**config.mk**
```make
export PLATFORM = sky130hd
export DESIGN_NAME = rtc_bus_sequencer
export DESIGN_NICKNAME = d
export VERILOG_FILES = /design/src/rtl/rtc_seq_pkg.sv /design/src/rtl/rtc_phase_timer.sv /design/src/rtl/rtc_bus_sequencer.sv
export SDC_FILE = /design/constraint.sdc
export NUM_CORES = 1
export LEC_CHECK = 0
export CAP_MARGIN = 0
export CORE_AREA = 10 10 92 94
export CTS_BUF_LIST = sky130_fd_sc_hd__clkbuf_2
export CTS_CLUSTER_SIZE = 24
export DETAILED_ROUTE_END_ITERATION = 10
export DIE_AREA = 0 0 102 104
export PLACE_DENSITY = 0.83
export SLEW_MARGIN = 30
export SYNTH_ARGS = -nofsm -noshare
export SYNTH_HDL_FRONTEND = slang
export SYNTH_SLANG_ARGS = --single-unit
```
**constraint.sdc**
```tcl
create_clock -name Clock -period 5.9 [get_ports Clock]
set_input_delay 1.475 -clock Clock [delete_from_list [all_inputs] [get_ports Clock]]
set_output_delay 1.475 -clock Clock [all_outputs]
set_load 0.05 [all_outputs]
```
**src/rtl/rtc_seq_pkg.sv**
```systemverilog
// Shared definitions for the RTC bus sequencer: FSM state encoding,
// default RTC address map, strobe idle level and the BCD nibble helper.
package rtc_seq_pkg;

    typedef enum logic [2:0] {
        ST_IDLE      = 3'd0,
        ST_ADDR      = 3'd1,
        ST_ADDR_HOLD = 3'd2,
        ST_DATA      = 3'd3,
        ST_DATA_HOLD = 3'd4,
        ST_DONE      = 3'd5
    } seq_state_e;

    // Default RTC register map
    localparam logic [7:0] RTC_ADDR_DATE = 8'h24;
    localparam logic [7:0] RTC_ADDR_TIME = 8'h21;
    localparam logic [7:0] RTC_ADDR_CMD  = 8'hF0;

    // Level of every active-low strobe when the bus is quiet
    localparam logic STROBE_IDLE = 1'b1;

    // A BCD digit is valid only in the range 0..9
    function automatic logic bcd_nibble_ok(input logic [3:0] nib);
        return (nib <= 4'd9);
    endfunction

endpackage

```
**src/rtl/rtc_phase_timer.sv**
```systemverilog
// Loadable down-counter that times one bus phase. Loading N-1 makes the
// terminal-count pulse appear on the N-th cycle after the load edge.
module rtc_phase_timer #(
    parameter int CW = 2
) (
    input  logic          clk,
    input  logic          rst_n,
    input  logic          load,
    input  logic [CW-1:0] load_val,
    output logic          tc
);

    logic [CW-1:0] cnt_r;

    // Count down after a load; tc is high on the cycle the count sits at zero
    always_ff @(posedge clk) begin
        if (!rst_n) begin
            cnt_r <= {CW{1'b0}};
            tc    <= 1'b0;
        end else if (load) begin
            cnt_r <= load_val;
            tc    <= (load_val == {CW{1'b0}});
        end else if (cnt_r != {CW{1'b0}}) begin
            cnt_r <= cnt_r - CW'(1);
            tc    <= (cnt_r == CW'(1));
        end else begin
            cnt_r <= cnt_r;
            tc    <= 1'b0;
        end
    end

endmodule

```
**src/rtl/rtc_bus_sequencer.sv**
```systemverilog
// Runs a burst of NUM_REGS write or read transactions on the RTC's
// multiplexed address/data bus. All pin outputs are registered and derived
// from the next FSM state so they change exactly on phase boundaries.
// Optional feature macro: RTC_SEQ_BCD_CHECK_EN (BCD validation + sticky Error).
module rtc_bus_sequencer
    import rtc_seq_pkg::*;
#(
    parameter int                NUM_REGS  = 3,
    parameter int                DATA_W    = 8,
    parameter int                PHASE_CYC = 4,
    parameter logic [DATA_W-1:0] ADDR_BASE = RTC_ADDR_DATE
) (
    input  logic                       Clock,
    input  logic                       Reset,
    input  logic                       Inicie,
    input  logic                       Modo,
    input  logic [NUM_REGS*DATA_W-1:0] Dato_in,
    input  logic [DATA_W-1:0]          Bus_in,
    output logic [DATA_W-1:0]          Direccion1,
    output logic                       Bus_oe,
    output logic                       AD,
    output logic                       RD,
    output logic                       WR,
    output logic                       CS,
    output logic [NUM_REGS*DATA_W-1:0] Dato_out,
    output logic                       Ocupado,
    output logic                       Listo,
    output logic                       Error
);

    localparam int IW = (NUM_REGS > 1) ? $clog2(NUM_REGS) : 1;
    localparam int CW = $clog2(PHASE_CYC);
    localparam logic [IW-1:0] LAST_IDX = IW'(NUM_REGS - 1);
    localparam logic [CW-1:0] PH_LOAD  = CW'(PHASE_CYC - 1);

    seq_state_e                 state_r, state_nxt_s;
    logic [IW-1:0]              idx_r, idx_nxt_s;
    logic                       modo_r, modo_nxt_s;
    logic [NUM_REGS*DATA_W-1:0] wdata_r, wdata_nxt_s;
    logic                       inicie_d_r;
    logic                       start_s;
    logic                       tc_s;
    logic                       load_s;
    logic [CW-1:0]              load_val_s;
    logic                       capture_s;
    logic                       bcd_bad_s;
    logic [DATA_W-1:0]          addr_s;
    logic [DATA_W-1:0]          dir_s;
    logic                       oe_s, ad_s, rd_s, wr_s, cs_s;

    assign start_s = Inicie && !inicie_d_r && (state_r == ST_IDLE);

    rtc_phase_timer #(
        .CW(CW)
    ) u_timer (
        .clk      (Clock),
        .rst_n    (Reset),
        .load     (load_s),
        .load_val (load_val_s),
        .tc       (tc_s)
    );

`ifdef RTC_SEQ_BCD_CHECK_EN
    logic rd_bad_s;

    // Flag a write burst whose data contains any non-BCD digit
    always_comb begin
        bcd_bad_s = 1'b0;
        for (int i = 0; i < (NUM_REGS * DATA_W) / 4; i++) begin
            if (!bcd_nibble_ok(Dato_in[4*i +: 4])) begin
                bcd_bad_s = !Modo;
            end else begin
                bcd_bad_s = bcd_bad_s;
            end
        end
    end

    // Flag a read byte containing any non-BCD digit
    always_comb begin
        rd_bad_s = 1'b0;
        for (int i = 0; i < DATA_W / 4; i++) begin
            if (!bcd_nibble_ok(Bus_in[4*i +: 4])) begin
                rd_bad_s = 1'b1;
            end else begin
                rd_bad_s = rd_bad_s;
            end
        end
    end

    // Sticky fault flag, cleared only by reset
    always_ff @(posedge Clock) begin
        if (!Reset) begin
            Error <= 1'b0;
        end else if ((start_s && bcd_bad_s) || (capture_s && rd_bad_s)) begin
            Error <= 1'b1;
        end else begin
            Error <= Error;
        end
    end
`else
    assign bcd_bad_s = 1'b0;
    assign Error     = 1'b0;
`endif

    // State, index and latched burst parameters
    always_ff @(posedge Clock) begin
        if (!Reset) begin
            state_r    <= ST_IDLE;
            idx_r      <= {IW{1'b0}};
            modo_r     <= 1'b0;
            wdata_r    <= {(NUM_REGS*DATA_W){1'b0}};
            inicie_d_r <= Inicie;
        end else begin
            state_r    <= state_nxt_s;
            idx_r      <= idx_nxt_s;
            modo_r     <= modo_nxt_s;
            wdata_r    <= wdata_nxt_s;
            inicie_d_r <= Inicie;
        end
    end

    // Next-state logic; a rejected write burst skips straight to a one-cycle
    // quiet DATA_HOLD on the last index so it ends without any bus cycle
    always_comb begin
        state_nxt_s = state_r;
        idx_nxt_s   = idx_r;
        modo_nxt_s  = modo_r;
        wdata_nxt_s = wdata_r;
        load_s      = 1'b0;
        load_val_s  = PH_LOAD;
        capture_s   = 1'b0;
        case (state_r)
            ST_IDLE: begin
                if (start_s) begin
                    modo_nxt_s  = Modo;
                    wdata_nxt_s = Dato_in;
                    load_s      = 1'b1;
                    if (bcd_bad_s) begin
                        state_nxt_s = ST_DATA_HOLD;
                        idx_nxt_s   = LAST_IDX;
                        load_val_s  = {CW{1'b0}};
                    end else begin
                        state_nxt_s = ST_ADDR;
                        idx_nxt_s   = {IW{1'b0}};
                    end
                end else begin
                    state_nxt_s = ST_IDLE;
                end
            end
            ST_ADDR: begin
                if (tc_s) begin
                    state_nxt_s = ST_ADDR_HOLD;
                    load_s      = 1'b1;
                end else begin
                    state_nxt_s = ST_ADDR;
                end
            end
            ST_ADDR_HOLD: begin
                if (tc_s) begin
                    state_nxt_s = ST_DATA;
                    load_s      = 1'b1;
                end else begin
                    state_nxt_s = ST_ADDR_HOLD;
                end
            end
            ST_DATA: begin
                if (tc_s) begin
                    state_nxt_s = ST_DATA_HOLD;
                    load_s      = 1'b1;
                    capture_s   = modo_r;
                end else begin
                    state_nxt_s = ST_DATA;
                end
            end
            ST_DATA_HOLD: begin
                if (tc_s) begin
                    if (idx_r < LAST_IDX) begin
                        state_nxt_s = ST_ADDR;
                        idx_nxt_s   = idx_r + IW'(1);
                        load_s      = 1'b1;
                    end else begin
                        state_nxt_s = ST_DONE;
                    end
                end else begin
                    state_nxt_s = ST_DATA_HOLD;
                end
            end
            ST_DONE: begin
                state_nxt_s = ST_IDLE;
            end
            default: begin
                state_nxt_s = ST_IDLE;
            end
        endcase
    end

    assign addr_s = ADDR_BASE + DATA_W'(idx_nxt_s);

    // Pin levels for the state being entered; write drives WR, read drives RD
    always_comb begin
        ad_s  = STROBE_IDLE;
        rd_s  = STROBE_IDLE;
        wr_s  = STROBE_IDLE;
        cs_s  = STROBE_IDLE;
        oe_s  = 1'b0;
        dir_s = {DATA_W{1'b0}};
        case (state_nxt_s)
            ST_ADDR: begin
                cs_s  = 1'b0;
                ad_s  = 1'b0;
                oe_s  = 1'b1;
                dir_s = addr_s;
                if (modo_nxt_s) begin
                    rd_s = 1'b0;
                end else begin
                    wr_s = 1'b0;
                end
            end
            ST_ADDR_HOLD: begin
                cs_s  = 1'b0;
                ad_s  = 1'b0;
                oe_s  = 1'b1;
                dir_s = addr_s;
            end
            ST_DATA: begin
                cs_s = 1'b0;
                ad_s = 1'b1;
                if (modo_nxt_s) begin
                    rd_s = 1'b0;
                end else begin
                    wr_s  = 1'b0;
                    oe_s  = 1'b1;
                    dir_s = wdata_nxt_s[idx_nxt_s*DATA_W +: DATA_W];
                end
            end
            ST_DATA_HOLD: begin
                ad_s = 1'b1;
            end
            default: begin
                ad_s = STROBE_IDLE;
            end
        endcase
    end

    // Registered bus pins and handshake outputs
    always_ff @(posedge Clock) begin
        if (!Reset) begin
            AD         <= STROBE_IDLE;
            RD         <= STROBE_IDLE;
            WR         <= STROBE_IDLE;
            CS         <= STROBE_IDLE;
            Bus_oe     <= 1'b0;
            Direccion1 <= {DATA_W{1'b0}};
            Ocupado    <= 1'b0;
            Listo      <= 1'b0;
        end else begin
            AD         <= ad_s;
            RD         <= rd_s;
            WR         <= wr_s;
            CS         <= cs_s;
            Bus_oe     <= oe_s;
            Direccion1 <= dir_s;
            Ocupado    <= (state_nxt_s != ST_IDLE);
            Listo      <= (state_nxt_s == ST_DONE);
        end
    end

    // Read data capture on the last DATA cycle; write bursts leave it alone
    always_ff @(posedge Clock) begin
        if (!Reset) begin
            Dato_out <= {(NUM_REGS*DATA_W){1'b0}};
        end else if (capture_s) begin
            Dato_out[idx_r*DATA_W +: DATA_W] <= Bus_in;
        end else begin
            Dato_out <= Dato_out;
        end
    end

endmodule

```
# Word-level counts from Yosys, hierarchy flattened
# Index checks and enable logic that the tools add are counted.
dict set report classes {
  n_addsub 4
  magnitude_cmp 1
  eq_ne 9
  shifts 3
  muxes 32
  bitwise 2
  n_reduce_logical 13
}
# cell count
set op_table {}
lappend op_table {{$mux 24} 2}
lappend op_table {{$neg 5->34} 1}
lappend op_table {{$shift 8x34->24 const A} 1}
lappend op_table {{$shiftx 8x34->24} 1}
lappend op_table {{$bwmux 24} 1}
lappend op_table {{$shiftx 24x6->8} 1}
lappend op_table {{$pmux 8 s2} 1}
lappend op_table {{$pmux 3 s5} 1}
lappend op_table {{$mux 1} 14}
lappend op_table {{$eq 3x2->1 const B} 4}
lappend op_table {{$mux 2} 6}
lappend op_table {{$mux 3} 3}
lappend op_table {{$reduce_or 3->1} 3}
lappend op_table {{$mux 8} 1}
lappend op_table {{$add 6x2->7 const A} 1}
lappend op_table {{$eq 3x1->1 const B} 2}
lappend op_table {{$eq 3x3->1 const B} 2}
lappend op_table {{$pmux 2 s2} 1}
lappend op_table {{$reduce_bool 2->1} 2}
lappend op_table {{$reduce_or 2->1} 2}
lappend op_table {{$logic_not 3->1} 1}
lappend op_table {{$pmux 1 s3} 1}
lappend op_table {{$reduce_bool 3->1} 1}
lappend op_table {{$add 2x1->2 const B} 1}
lappend op_table {{other kinds (8)} 10}
dict set report word_totals {
  regBits 73
  in_bits 36
  output_inout_bits 40
  word_cells 80
}

# Longest topological paths before layout
dict set report depth {
  ltp_word 8
  mapped_depth 8
  depth_no_buf 7
}

# Cells and area by module
# Synthesis repeated with hierarchy kept, for this count alone.
dict set report hier_totals {
  cells_unflattened 357
  area_unflattened_um2 3081.7
}
# mod n_inst cells_each area_per_inst_um2 seq_area_each_um2
set by_module_without_submodules {}
lappend by_module_without_submodules {rtc_bus_sequencer 1 339 2917.8 1401.3}
lappend by_module_without_submodules {rtc_phase_timer 1 18 163.9 60.1}

# Worst setup path after synthesis
# Ideal clock, no wire load.
dict set report synth_timing {
  kind {input -> register}
  from {in Inicie}
  to {reg Direccion1[0]}
  setup_ns 0.128
  arrival_ns 2.470
  required_time_ns 5.772
  path_slack_ns 3.302
  cell_stages 6
  path_buffers 1
  cell_sequence {and2b_1 > nand3_1 > buf_2 > or2b_2 > mux2i_1 > o32ai_2}
}
dict set report synth_between {
  elab_chain_len 7
  word_cells_on_any_way 18
  classes_between {add/sub (1); eq/ne (3); shift (1); mux (10); reduce/logical (3)}
}
# item line
set synth_rtl {}
lappend synth_rtl {{from (decl)} rtc_bus_sequencer.sv:15} ;# input logic Inicie,
lappend synth_rtl {{$logic_and 1x1->1 (*) (2 in a row)} rtc_bus_sequencer.sv:51} ;# assign start_s = Inicie && !inicie_d_r && (state_r == ST_IDLE);
lappend synth_rtl {{$mux 2 (tied with other cells)} rtc_bus_sequencer.sv:134} ;# if (start_s) begin
lappend synth_rtl {{$pmux 2 s2 (tied with other cells)} rtc_bus_sequencer.sv:132} ;# case (state_r)
lappend synth_rtl {{$shiftx 24x6->8 (tied with other cells)} rtc_bus_sequencer.sv:233} ;# dir_s = wdata_nxt_s[idx_nxt_s*DATA_W +: DATA_W];
lappend synth_rtl {{$mux 8 / $reduce_or 2->1 (equally long branches)} -}
lappend synth_rtl {{$pmux 8 s2 (*)} rtc_bus_sequencer.sv:207} ;# case (state_nxt_s)
lappend synth_rtl {{to (signal assigned)} rtc_bus_sequencer.sv:253} ;# Direccion1 <= {DATA_W{1'b0}};
lappend synth_rtl {{to (signal assigned)} rtc_bus_sequencer.sv:262} ;# Direccion1 <= dir_s;
lappend synth_rtl {{to (decl)} rtc_bus_sequencer.sv:19} ;# output logic [DATA_W-1:0] Direccion1,
# Every way passes the cells marked *; elsewhere a longest branch is shown, timed or not.
# A chain may end at the register's enable or synchronous reset.

# Final worst setup path
dict set report layout_timing {
  from {reg Dato_out[13]}
  to {out Dato_out[13]}
}
# item line
set layout_rtl {}
lappend layout_rtl {{from (decl)} rtc_bus_sequencer.sv:25} ;# output logic [NUM_REGS*DATA_W-1:0] Dato_out,
lappend layout_rtl {{from (signal assigned)} rtc_bus_sequencer.sv:271} ;# Dato_out <= {(NUM_REGS*DATA_W){1'b0}};
lappend layout_rtl {{from (signal, indexed assignment)} rtc_bus_sequencer.sv:273} ;# Dato_out[idx_r*DATA_W +: DATA_W] <= Bus_in;
lappend layout_rtl {{from (signal assigned)} rtc_bus_sequencer.sv:275} ;# Dato_out <= Dato_out;
# No word-level cell between the ends.

==> impl_summary.md <==
Synthesis
Sorting the synthesized cells by area gives the leading types as sky130_fd_sc_hd__dfxtp_1 45%, sky130_fd_sc_hd__a21boi_1 8.7%, sky130_fd_sc_hd__nand2_1 7.2%. The proportion of netlist area held by the largest area contributor is 44.6%. A synthesized cell averages 9.55 µm². The fraction of synthesis flops using an asynchronous set or reset pin is 0%. In this run, synthesis inferred 0 flip-flops with an integrated enable. Synthesis produced a netlist with a net count of 385. The leading register cell type out of synthesis is sky130_fd_sc_hd__dfxtp_1. Summed over all instances, the cell type with the most area after synthesis is sky130_fd_sc_hd__dfxtp_1.

The number of warnings printed during yosys synthesis is 0. The register area share after synthesis is 44.6%. The number of cells produced by synthesis is between 300 and 400. The unique cell type count in the Yosys netlist is 59. In this run the cell area of the synthesized design comes to between 3000 and 4000 µm².

The register bit total from synthesis is 73.

STA
The number of hold violations in the final report came to 0. The summed negative setup slack over all endpoints is 0 ns. For the final database, setup skew stands at 0.0395 ns.

The worst setup slack after layout is 2.69 ns. The measured slew at the worst slew-check pin is 0.838 ns. Setup violations remaining at the end of the flow were counted as 0. The minimum period implied by the final worst setup slack is 3.21 ns.

Setup repair after global routing left no endpoint under its margin. The highest achievable clock rate is 311 MHz. The worst slew slack as a fraction of its limit is 44.0%. The final number of max-transition violations is 0.

The final clock period utilization by the worst path is 54.4%.

Clock network
The depth of the CTS H-tree is 3. The cell sitting at the root of the clock tree is a sky130_fd_sc_hd__clkbuf_2. TritonCTS built the clock tree.

The number of buffers inserted during clock tree synthesis is 9. The source-to-sink clock delay at the later pin of the worst-skew pair is between 0.5 and 0.6 ns. The clock transition at the registers of the reported paths is 0.21 ns. The count of cells resized by post-cts repair is 0.

The post-CTS setup repair buffer count is 0. The count of hold buffers inserted by post-cts repair is 0. The clock passes through at most 2 buffers. The sink count of the clock tree is 73.

Global routing
Summed over all layers, the global routing overflow is 0. The first global-routing pass estimated 12700 µm of wire. Global routing consumed, over all layers together, 14.7% of the routing resources. The maximum number of pins on one net before global-route repair is 65. The initial antenna violation count is 0.

The number of global-route vias before repair was 2614.

Worst setup path
The data arrival time of the worst path is 1.74 ns. The slowest stage of the critical path is the sky130_fd_sc_hd__clkdlybuf4s50_1 cell. The worst setup path is launched from a flip-flop.

Together, buffers and inverters on the worst path number 1. Broken down by cell family, the worst path's largest delay share belongs to buffers and inverters. The worst setup path is of the flip-flop to primary output kind. At the worst endpoint, the required time is 4.43 ns. The largest incremental delay on the critical path is 0.81 ns. The top fanout value on the critical path is 2.

The signal on the critical path passes through clkdlybuf4s50_1. STA classifies the critical path endpoint as a primary output.

Layout
Registers take 1460 µm². The combined area of the multi-input logic cells is about 1600 µm². After the last flow step, the layout net total stands at between 400 and 500. Leaving out fill and tap cells, the most frequent cells in the layout are 74 x sky130_fd_sc_hd__clkdlybuf4s50_1, 73 x sky130_fd_sc_hd__dfxtp_1, 63 x sky130_fd_sc_hd__nand2_1. The library cell used most frequently in the layout, excluding fill and tap cells, is sky130_fd_sc_hd__clkdlybuf4s50_1. The post-route netlist has around a tenth of its cells at a drive strength greater than 1.

0 antenna diodes ended up in the layout. Relative to the synthesized area, the layout overhead comes to 25.0%. The total of fill cells in the finished design is 597.

Worst hold path
The min-delay analysis places its worst path in the category flip-flop to flip-flop.

Pwr
For this design the total switching power over the nets is ~0.27 mW. The internal portion of the total power is 0.694 mW. Net switching is between 20 and 30% of the power.

The power per cell area is 236 nW/µm². The sequential fraction of design power is 55.0%. The clock power share is 28.8%.

VDD sags by at most roughly 0.14 mV. For this design the static power due to leakage is 1.43 nW. Per report_power, the combinational group accounts for 16.2% of the total.

Route
The routed length per instance is 15.5 µm. Summing over every cut layer, the via total after detailed routing is ~2600. The total wirelength of the detailed-routed design is between 7000 and 8000 µm.

The post-detailed-route via-to-cell ratio is 5.30. The number of remaining DRC errors is 0. The detailed router's first-iteration violation count is 90.

The count of antenna-violating nets left after detailed routing is 0. Before antenna repair, the detailed router went through 4 iterations.

Placement
The count of input and output buffers is 74. The worst setup slack after placement is 2.42 ns. The wire-length estimate of the detail-placed layout is 5670 µm. The final weighted congestion in routability-driven placement is 0.811.

Floorplan
The floorplan step set the die width to 102 µm. The region available for standard cell placement spans ~6700 µm². The total I/O pin count is 76.

The initialized floorplan defines 30 standard-cell rows. The die height is 104 µm. For this configuration, the core starts out at a cell density of 49.0%. The die covers ~11000 µm².

Job
The count of max-cap constraint violations is 0.

Outcome
The run finished with clean final reports.
synth_stat cells, drive strengths merged, types with 2 or more instances:
cell type  count
nand2         64
a22oi          2
and2b          4
ha             6
mux2           3
o221ai         2
o32ai          4
nor3           4
nor2           3
nand3b         2
clkbuf         6
nor3b          3
o21ai         10
nor2b          6
nand2b         4
dfxtp         73
xor2           2
a21oi          9
o2bb2ai        3
buf           16
a31oi          2
and3           3
mux2i         13
and2           7
inv            7
nand3         28
a21boi        43
nor4b          2
o21a           2
kinds of logic after synthesis:
kind of cell	count (synthesis)	synth area share [%]
AO/OA/AOI/OAI	80	18.9
multiplexers	16	5.00
adder cells (fa/ha/maj)	6	2.29
XOR/XNOR	3	1.03
buffers and inverters	29	5.58
AND/OR/NAND/NOR	135	22.5
other	1	0.114
flip-flops	73	44.6
registers in the layout, summed over array words and instances (netlist names), 2 cells and up:
name and flops:
wdata_r 24, state_r 3, u_timer.cnt_r 2, Direccion1 8, idx_r 2, Dato_out 24
layer usage:
metal / global-route usage, % / vias up / part of all wire (%)
met5: 0 / - / 0
met4: 5.14 / 0 / 1.4
met2: 23.3 / 66 / 47
li1: - / 1312 / -
met1: 17.4 / 1223 / 45
met3: 5.78 / 11 / 7.2
final cells by class:
cell class	instances	area share (%)
Clock inverter	5	1.38
Tap cell	80	2.44
Sequential cell	73	35.7
Inverter	7	0.642
Timing Repair Buffer	76	18.6
Multi-Input combinational cell	241	39.9
Clock buffer	11	1.34
power groups by stage:
| stage | sequential (mW) | clock, mW | combinational, mW |
|---|---|---|---|
| finish | 0.532 | 0.278 | 0.157 |
| global route | 0.536 | 0.306 | 0.172 |
| CTS | 0.533 | 0.286 | 0.157 |
| detailed placement | 0.543 | 0 | 0.157 |
| global placement | 0.542 | 0 | 0.150 |
| floorplan | 0.551 | 0 | 0.101 |
worst paths after layout:
kind / slack, ns / depth (start not counted) / endpoint / start
max reg2reg: 3.58 / 5 / Direccion1[0] / state_r[2]
max: 2.69 / 1 / Dato_out[13] / Dato_out[13]
min: 0.46 / 2 / Dato_out[5] / Dato_out[5]
min reg2reg: 0.46 / 2 / Dato_out[5] / Dato_out[5]
through the flow:
step	std cells	util [%]	hold slack [ns]	instance area [µm²]	total power, mW
2_1_floorplan	343	-	0.430	3280	0.652
3_3_place_gp	476	59.4	0.439	3970	0.692
3_5_place_dp	477	59.6	0.441	3980	0.699
4_1_cts	493	61.3	0.465	4090	0.976
5_1_grt	493	61.3	0.486	4090	1.01
6_report	493	61.3	0.464	4090	0.967
No activity file was read; power rests on OpenSTA's default activity.
